`src/rtl/llac_router_pkg.sv`:
```
// Shared types and constants for the LLAC audio core router: per-core state
// encoding, command priority and drop-counter width.
package llac_router_pkg;

    localparam int CNT_W = 16;

    // Larger value wins when several commands hit one core in the same cycle.
    localparam logic [1:0] PRIO_STOP   = 2'd3;
    localparam logic [1:0] PRIO_PAUSE  = 2'd2;
    localparam logic [1:0] PRIO_RESUME = 2'd1;
    localparam logic [1:0] PRIO_NONE   = 2'd0;

    typedef enum logic [1:0] {
        ST_IDLE    = 2'b00,
        ST_ACTIVE  = 2'b01,
        ST_PAUSED  = 2'b10,
        ST_STOPPED = 2'b11
    } core_state_e;

    typedef enum logic [1:0] {
        CMD_NONE   = PRIO_NONE,
        CMD_RESUME = PRIO_RESUME,
        CMD_PAUSE  = PRIO_PAUSE,
        CMD_STOP   = PRIO_STOP
    } core_cmd_e;

    function automatic core_cmd_e resolve_cmd(input logic stop,
                                              input logic pause,
                                              input logic resume);
        if (stop)
            return CMD_STOP;
        else if (pause)
            return CMD_PAUSE;
        else if (resume)
            return CMD_RESUME;
        else
            return CMD_NONE;
    endfunction

endpackage

```
`src/rtl/llac_router_fifo.sv`:
```
// Synchronous FIFO with registered storage, full/empty flags and async
// active-low reset that clears both pointers and storage.
module llac_router_fifo #(
    parameter int WIDTH = 8,
    parameter int DEPTH = 8
) (
    input  logic             clk_100mhz,
    input  logic             resetn,
    input  logic             i_push,
    input  logic [WIDTH-1:0] i_data,
    input  logic             i_pop,
    output logic [WIDTH-1:0] o_data,
    output logic             o_full,
    output logic             o_empty
);

    localparam int AW = $clog2(DEPTH);

    logic [WIDTH-1:0] r_mem [DEPTH];
    logic [AW-1:0]    r_wr_ptr;
    logic [AW-1:0]    r_rd_ptr;
    logic [AW:0]      r_count;
    logic             w_push;
    logic             w_pop;

    assign o_full  = (r_count == (AW+1)'(DEPTH));
    assign o_empty = (r_count == '0);
    assign w_push  = i_push && !o_full;
    assign w_pop   = i_pop && !o_empty;
    assign o_data  = r_mem[r_rd_ptr];

    always_ff @(posedge clk_100mhz or negedge resetn) begin
        if (!resetn) begin
            for (int i = 0; i < DEPTH; i++)
                r_mem[i] <= '0;
        end else if (w_push) begin
            r_mem[r_wr_ptr] <= i_data;
        end
    end

    // Pointers are AW bits wide, so wrap modulo DEPTH comes for free.
    always_ff @(posedge clk_100mhz or negedge resetn) begin
        if (!resetn) begin
            r_wr_ptr <= '0;
            r_rd_ptr <= '0;
            r_count  <= '0;
        end else begin
            if (w_push)
                r_wr_ptr <= r_wr_ptr + 1'b1;
            if (w_pop)
                r_rd_ptr <= r_rd_ptr + 1'b1;
            case ({w_push, w_pop})
                2'b10:   r_count <= r_count + 1'b1;
                2'b01:   r_count <= r_count - 1'b1;
                default: r_count <= r_count;
            endcase
        end
    end

endmodule

```
`src/rtl/llac_audio_core_router.sv`:
```
// Routes stereo samples to per-core FSMs and queues them into an output FIFO.
// Optional per-core drop counters are built when LLAC_ROUTER_DROP_CNT_EN is defined.
//
//   state      | meaning
//   -----------+-------------------------------------------------
//   ST_IDLE    | core off, samples accepted and dropped
//   ST_ACTIVE  | samples forwarded unchanged
//   ST_PAUSED  | samples replaced by silence, timing preserved
//   ST_STOPPED | samples dropped, core_irq raised until irq_clear
module llac_audio_core_router
    import llac_router_pkg::*;
#(
    parameter int NUM_CORES   = 4,
    parameter int AUDIO_WIDTH = 24,
    parameter int FIFO_DEPTH  = 8,
    localparam int CID        = $clog2(NUM_CORES)
) (
    input  logic                       clk_100mhz,
    input  logic                       resetn,
    input  logic [AUDIO_WIDTH-1:0]     in_left,
    input  logic [AUDIO_WIDTH-1:0]     in_right,
    input  logic [CID-1:0]             in_chan,
    input  logic                       in_valid,
    output logic                       in_ready,
    output logic [AUDIO_WIDTH-1:0]     out_left,
    output logic [AUDIO_WIDTH-1:0]     out_right,
    output logic [CID-1:0]             out_chan,
    output logic                       out_valid,
    input  logic                       out_ready,
    input  logic [NUM_CORES-1:0]       core_pause,
    input  logic [NUM_CORES-1:0]       core_stop,
    input  logic [NUM_CORES-1:0]       core_resume,
    input  logic [NUM_CORES-1:0]       irq_clear,
    output logic [2*NUM_CORES-1:0]     core_state,
    output logic [NUM_CORES-1:0]       core_irq,
    output logic                       irq_out,
    output logic [CNT_W*NUM_CORES-1:0] drop_count
);

    localparam int DW = 2*AUDIO_WIDTH + CID;

    logic              r_rdy;
    logic              w_full;
    logic              w_empty;
    logic              w_xfer;
    logic              w_push;
    logic              w_pop;
    core_state_e       w_sel_state;
    logic [DW-1:0]     w_push_data;
    logic [DW-1:0]     w_pop_data;

    // in_ready stays low through reset and rises on the first edge after release.
    always_ff @(posedge clk_100mhz or negedge resetn) begin
        if (!resetn)
            r_rdy <= 1'b0;
        else
            r_rdy <= 1'b1;
    end

    assign in_ready = r_rdy && !w_full;
    assign w_xfer   = in_valid && in_ready;

    for (genvar g = 0; g < NUM_CORES; g++) begin : g_core
        core_state_e r_state;
        core_state_e w_state_nxt;
        core_cmd_e   w_cmd;
        logic        w_irq;

        assign w_cmd = resolve_cmd(core_stop[g], core_pause[g], core_resume[g]);

        always_ff @(posedge clk_100mhz or negedge resetn) begin
            if (!resetn)
                r_state <= ST_IDLE;
            else
                r_state <= w_state_nxt;
        end

        always_comb begin
            w_state_nxt = r_state;
            case (r_state)
                ST_IDLE: begin
                    if (w_cmd == CMD_STOP)
                        w_state_nxt = ST_STOPPED;
                    else if (w_cmd == CMD_RESUME)
                        w_state_nxt = ST_ACTIVE;
                end
                ST_ACTIVE: begin
                    if (w_cmd == CMD_STOP)
                        w_state_nxt = ST_STOPPED;
                    else if (w_cmd == CMD_PAUSE)
                        w_state_nxt = ST_PAUSED;
                end
                ST_PAUSED: begin
                    if (w_cmd == CMD_STOP)
                        w_state_nxt = ST_STOPPED;
                    else if (w_cmd == CMD_RESUME)
                        w_state_nxt = ST_ACTIVE;
                end
                ST_STOPPED: begin
                    if (irq_clear[g])
                        w_state_nxt = ST_IDLE;
                end
                default: w_state_nxt = ST_IDLE;
            endcase
        end

        always_comb begin
            w_irq = (r_state == ST_STOPPED);
        end

        assign core_state[2*g +: 2] = r_state;
        assign core_irq[g]          = w_irq;

`ifdef LLAC_ROUTER_DROP_CNT_EN
        logic             w_drop;
        logic [CNT_W-1:0] r_drop_cnt;

        assign w_drop = w_xfer && (in_chan == CID'(g)) &&
                        ((r_state == ST_IDLE) || (r_state == ST_STOPPED));

        always_ff @(posedge clk_100mhz or negedge resetn) begin
            if (!resetn)
                r_drop_cnt <= '0;
            else if (w_drop && (r_drop_cnt != {CNT_W{1'b1}}))
                r_drop_cnt <= r_drop_cnt + 1'b1;
        end

        assign drop_count[CNT_W*g +: CNT_W] = r_drop_cnt;
`endif
    end

`ifndef LLAC_ROUTER_DROP_CNT_EN
    assign drop_count = '0;
`endif

    assign irq_out = |core_irq;

    // An out-of-range channel matches no core and falls through as IDLE (drop).
    always_comb begin
        w_sel_state = ST_IDLE;
        for (int i = 0; i < NUM_CORES; i++) begin
            if (in_chan == CID'(i))
                w_sel_state = core_state_e'(core_state[2*i +: 2]);
        end
    end

    always_comb begin
        w_push      = 1'b0;
        w_push_data = {in_chan, in_left, in_right};
        if (w_xfer) begin
            if (w_sel_state == ST_ACTIVE) begin
                w_push = 1'b1;
            end else if (w_sel_state == ST_PAUSED) begin
                w_push      = 1'b1;
                w_push_data = {in_chan, {(2*AUDIO_WIDTH){1'b0}}};
            end
        end
    end

    assign w_pop = out_valid && out_ready;

    llac_router_fifo #(
        .WIDTH (DW),
        .DEPTH (FIFO_DEPTH)
    ) u_fifo (
        .clk_100mhz (clk_100mhz),
        .resetn     (resetn),
        .i_push     (w_push),
        .i_data     (w_push_data),
        .i_pop      (w_pop),
        .o_data     (w_pop_data),
        .o_full     (w_full),
        .o_empty    (w_empty)
    );

    assign out_valid                        = !w_empty;
    assign {out_chan, out_left, out_right}  = w_pop_data;

endmodule

```
`config.mk`:
```
export PLATFORM = sky130hd
export DESIGN_NAME = llac_audio_core_router
export DESIGN_NICKNAME = d
export VERILOG_FILES = /design/src/rtl/llac_router_pkg.sv /design/src/rtl/llac_router_fifo.sv /design/src/rtl/llac_audio_core_router.sv
export SDC_FILE = /design/constraint.sdc
export NUM_CORES = 1
export LEC_CHECK = 0
export ABC_CLOCK_PERIOD_IN_PS = 3150
export BUFFER_PORTS_ARGS = -buffer_cell sky130_fd_sc_hd__buf_2
export CELL_PAD_IN_SITES_DETAIL_PLACEMENT = 2
export CELL_PAD_IN_SITES_GLOBAL_PLACEMENT = 2
export CORE_MARGIN = 2
export CORE_UTILIZATION = 39
export CTS_CLUSTER_SIZE = 30
export DETAILED_ROUTE_END_ITERATION = 6
export HOLD_SLACK_MARGIN = 0.1
export PLACE_DENSITY = 0.75
export SYNTH_ARGS = -nofsm -noshare
export SYNTH_HDL_FRONTEND = slang
export SYNTH_SLANG_ARGS = --single-unit
```
`constraint.sdc`:
```
create_clock -name clk_100mhz -period 3.15 [get_ports clk_100mhz]
set_clock_uncertainty 0.1 [all_clocks]
set_input_delay 0.4725 -clock clk_100mhz [delete_from_list [all_inputs] [get_ports clk_100mhz]]
set_output_delay 0.4725 -clock clk_100mhz [all_outputs]
set_load 0.02 [all_outputs]
```
[After elaboration in Yosys (flattened, before gate mapping)]
Cells that the tools add are included.
Cells by class
  muxes and demuxes: 53
  add/subtract/negate cells: 4
  reductions and logical operators: 24
  bitwise gates (word level): 2
  order comparisons: 3
  equality and inequality tests: 44
Operators by type and width (count)
  400-bit bitwise mux: 1
  50-bit binary-select mux with 3-bit select: 1
  50-bit demux with 3-bit select: 1
  50-bit 2-to-1 mux: 3
  48-bit 2-to-1 mux: 3
  2-bit 2-to-1 mux: 32
  2-bit == test, second input constant: 20
  2-bit case mux with 3 select lines: 4
  2-bit by 1-bit == test with 1-bit output, second input constant: 11
  3-bit by 1-bit != test with 1-bit output, second input constant: 4
  3-bit != test, second input constant: 4
  3-bit AND reduction: 4
  2-bit zero test: 5
  4-bit >= comparator, second input constant: 2
  2-bit != test, second input constant: 4
  3-bit NOT with 4-bit output: 2
  4-bit case mux with 2 select lines: 1
  2-bit OR reduction: 4
  1-bit 2-to-1 mux: 7
  3-bit by 1-bit adder with 3-bit output, second input constant: 2
  1-bit logical AND: 6
  4-bit by 1-bit adder with 4-bit output, second input constant: 1
  4-bit == test, second input constant: 1
  4-bit zero test: 1
  other kinds (5): 6
Word-level totals
  logic and storage cells: 146
  bits in registers: 419

[Logic depth before layout (Yosys ltp)]
  depth after elaboration: 12
  depth in mapped cells: 13
  depth with buffers taken out: 12

[Cells and area by module]
From an unflattened synthesis, not the netlist that was laid out.
Unflattened totals
  cell total of the unflattened synthesis: 1269
  area total of the unflattened synthesis: 20154.3 sq um
Modules (own cells, without submodules)
  llac_router_fifo: area an instance 18725.5 sq um, times used 1, cells an instance 1087, seq. area each 10259.8 sq um
  llac_audio_core_router: area an instance 1428.9 sq um, times used 1, cells an instance 182, seq. area each 225.2 sq um

[Least setup slack after synthesis]
No wires, ideal clock.
  path kind: input to register
  start point: input in_chan[0]
  end point: register u_fifo.r_count[2]
  library setup time: 125 ps
  path buffers: 1
  data arrival time: 2972 ps
  required time: 2925 ps
  slack: -48 ps
  stages on the path: 12
  cells stage by stage: clkbuf_1 mux4_2 ha_1 nor2b_1 nand2_2 ha_1 xor2_1 ha_1 a21oi_1 xor2_1 nor2_1 xor2_1
Between the ends
  longest elaborated chain between the ends: 12
  elaborated cells between the ends (all ways): 18
Ends and longest elaborated chain
  from (decl): line llac_audio_core_router.sv:22  | input logic [CID-1:0] in_chan,
  2-bit zero test: line llac_audio_core_router.sv:142  | if (in_chan == CID'(i))
  2-bit 2-to-1 mux (3 in a row): line llac_audio_core_router.sv:142
  2-bit 2-to-1 mux *: line llac_audio_core_router.sv:142
  2-bit == test: line llac_audio_core_router.sv:153  | end else if (w_sel_state == ST_PAUSED) begin
  1-bit 2-to-1 mux: line llac_audio_core_router.sv:153
  1-bit 2-to-1 mux *: line llac_audio_core_router.sv:151  | if (w_sel_state == ST_ACTIVE) begin
  1-bit 2-to-1 mux *: line llac_audio_core_router.sv:150  | if (w_xfer) begin
  1-bit logical AND *: line llac_router_fifo.sv:28  | assign w_push = i_push && !o_full;
  2-bit by 1-bit == test with 1-bit output or 2-bit == test (tied branches): line llac_router_fifo.sv:52  | case ({w_push, w_pop})
  4-bit case mux with 2 select lines or 2-bit nonzero test (tied branches)
  to (signal assigned): line llac_router_fifo.sv:53  | 2'b10: r_count <= r_count + 1'b1;
  to (signal assigned): line llac_router_fifo.sv:54  | 2'b01: r_count <= r_count - 1'b1;
  to (signal assigned): line llac_router_fifo.sv:55  | default: r_count <= r_count;
  to (decl): line llac_router_fifo.sv:22  | logic [AW:0] r_count;
Mark *: on every way between the ends. The rest lies on a longest branch, timed or not.
A chain may end at the register's enable or synchronous reset.

[Worst setup path after layout]
  start point: register u_fifo.r_rd_ptr[0]
  end point: output out_right[21]
Between the ends
  longest elaborated chain between the ends: 4
Ends and longest elaborated chain
  from (decl): line llac_router_fifo.sv:21  | logic [AW-1:0] r_rd_ptr;
  from (signal assigned): line llac_router_fifo.sv:51  | r_rd_ptr <= r_rd_ptr + 1'b1;
  3-bit NOT with 4-bit output (implied by the code): line llac_router_fifo.sv:30  | assign o_data = r_mem[r_rd_ptr];
  50-bit binary-select mux with 3-bit select: line llac_router_fifo.sv:30
  50-bit 2-to-1 mux (implied by the code) (2 in a row): line llac_router_fifo.sv:30
  to (decl): line llac_audio_core_router.sv:26  | output logic [AUDIO_WIDTH-1:0] out_right,
No other way between the ends. The select of a mux whose other input is x is not followed.

==> run metrics <==
fillcell total 4,849; Crit path max-delay family multiplexers; Worst-path clk slew 0.06 ns; synth warn 0; PortBufs 134; slowest CP cell dfrtp_4; Synth Instances 1,682; # DRC 0; DRT Wirelength 55,000 um; post-synth cell types 38; PD cells 1050 mW/mm^2; startpoint types flip-flop; most common library cell in the layout ignoring fill and taps nand2_1; Avg Vias per Cell 5.40; Die Span Y 225 um; initial core utilization 0.396; chip width 225 um; area grow syn2layout 15.1%; routed vias 13.3k; Rel. slew slack 0.504; Final Hold Fails 0; Inserted Diodes 0; Boundary Pins 199; Post-Synth XOR/XNOR Area 0.00415; number of synthesized flops with an enable pin 0; DRT antenna net count 0; Max Slew Vio Count 0; Maximum Capacitance Violations 0; Least-Margin Pin Slew 0.742 ns; wire length per cell 22.3 um; Critical Path RT 2.58 ns; Worst-Skew Late Latency 0.57 ns; CP cell instances buf_16, mux4_2, mux2_2, buf_2; Post-synth top flop dfrtp_1; clock sink count 419; via count of the first global-routing pass 15.3k; grt ovf 0; crit path buf inv count 2; # setup viols final 0; Synth top area share 0.552; worst setup path class reg2out; Worst Setup End Kind primary output; synthesized area per cell 11.3 um^2; layout cells sized above 1 0.236; max incr delay on CP 0.57 ns; Tightest Hold Check Type in2reg; Worst EP arrival 2.50 ns; sequential-to-total area share from yosys stat 0.552; largest area contributor in the netlist dfrtp_1; row count 80; synthesized area 0.0190 mm^2; final period utilization 0.976; first-pass GRT wire length 88,500 um; final core occ 0.456; fin cells 2,461; Lkg Pwr 10.1 nW; gr usage total 0.225; core area 0.0479 mm^2; flops & latches, synth 419; Area contributors post-synth dfrtp_1, mux4_2, o21ai_0; maximum clock insertion buffer count 3; Max Fclk 325 MHz; largest family of logic cells by synthesized area multiplexers; TritonCTS clock tree built; ys async rst share 1.00; Detail Placement HPWL 33,600 um; Synth Area in Compound Gates 0.108; CTS buffer count 48; initial antenna violation count 0; GPL Wtd Cong 0.700; largest net degree at the start of global routing 73; worst-path fanout max 28; H-tree levels 2; Nets 1,888; placed cell count 2,359; Final min period 3.08 ns; Root Buffer clkbuf_16; post-synthesis mux area share 0.162; die area 0.0505 mm^2; Peak VDD IR 0.473 mV; status completed; commonest cells after routing, fill and taps aside nand2_1, dfrtp_1, o21ai_0; Initial DRC Count 773; post-synthesis adder-cell area fraction 0.00461; drt pass-1 iters 4; Simple-Gate Fraction of Synth Area 0.105
final timing paths:
check,slack [ns],from,to,depth (start not counted)
min in group asynchronous,0.36,resetn,u_fifo.r_mem[346],2
max in group asynchronous,1.62,resetn,u_fifo.r_mem[162],3
worst min-delay path,0.17,core_pause[1],g_core[1].r_state[1],3
worst min register to register,0.38,u_fifo.r_mem[59],u_fifo.r_mem[59],2
worst max-delay path,0.07,u_fifo.r_rd_ptr[0],out_right[21],4
worst max register to register,0.18,g_core[3].r_state[1],u_fifo.r_mem[91],8
area by class of cell:
cell class / count / area [um^2] / area share
flip-flops and latches: 419 / 10500 / 0.480
inverters: 11 / 41.3 / 0.00189
clock buffers: 74 / 1380 / 0.0631
repair buffers: 203 / 1540 / 0.0702
well taps: 615 / 769 / 0.0352
multi-input cells: 1128 / 7570 / 0.346
clock inverters: 11 / 80.1 / 0.00366
per-layer routing:
layer	track usage	up-vias	share of wire
li1	-	5961	-
met1	0.297	7044	0.44
met2	0.391	204	0.51
met3	0.0359	70	0.040
met4	0.0489	0	0.018
met5	0	-	0
worst reg2reg max path: stages (launching register included):
cell     delay (ns)
dfrtp_1        0.45
mux4_2         0.52
ha_1           0.32
buf_4          0.15
and4b_1        0.36
nand3_4        0.34
buf_4          0.37
nand2_1        0.10
o21ai_0        0.10
state kept, by name, indices dropped and copies added, names as in the netlist:
signal	flops
g_core.r_state	8
r_rdy	1
u_fifo.r_count	4
u_fifo.r_mem	400
u_fifo.r_rd_ptr	3
u_fifo.r_wr_ptr	3
report_power, final:
group | internal (mW) | switching, mW | total, mW
registers | 7.46 | 1.41 | 8.88
clock network | 3.08 | 2.24 | 5.32
logic | 3.92 | 4.92 | 8.84
total | 14.5 | 8.57 | 23.0
cell usage after synthesis, types with 5 or more instances:
library cell,n
nand2_1,433
dfrtp_1,419
o21ai_0,353
mux4_2,102
buf_4,74
mux2_2,63
clkbuf_1,51
buf_2,37
o21ai_1,31
buf_6,19
nor2b_1,13
inv_1,11
a22oi_1,8
o22ai_1,8
ha_1,7
mux2_1,6
and2_1,5
clkbuf_2,5
xnor2_1,5
cells by family (layout without fill, tap and decap cells):
family | count (synthesis) | in the layout
fa+ha+maj | 7 | 7
mux | 171 | 171
simple gates | 472 | 472
compound gates | 404 | 404
xor+xnor | 9 | 9
flops | 419 | 419
other cells | 2 | 65
buf+inv | 198 | 299
metrics by stage:
| step | area [um^2] | total power, mW | TNS (ns) | hold slack, ns | setup WS, ns |
|---|---|---|---|---|---|
| floorplan | 19200 | 14.5 | 0 | 0.0769 | 0.0718 |
| global placement | 20100 | 16.9 | 0 | 0.356 | 0.117 |
| detailed placement | 20100 | 17.5 | -0.0274 | 0.368 | -0.0274 |
| CTS | 21800 | 23.2 | -0.00384 | 0.128 | -0.00384 |
| global route | 21900 | 24.6 | -0.0121 | 0.181 | -0.00406 |
| finish | 21900 | 23.0 | 0 | 0.167 | 0.0741 |
repair_timing:
action,in CTS,in global routing
hold buffers,14,0
hold endpoints to repair,72,0
endpoints found under the setup margin,12,29
setup buffers,1,0
pin swaps,0,0
gates cloned,0,2
gates resized for setup,8,9
No activity file was read; power rests on OpenSTA's default activity.
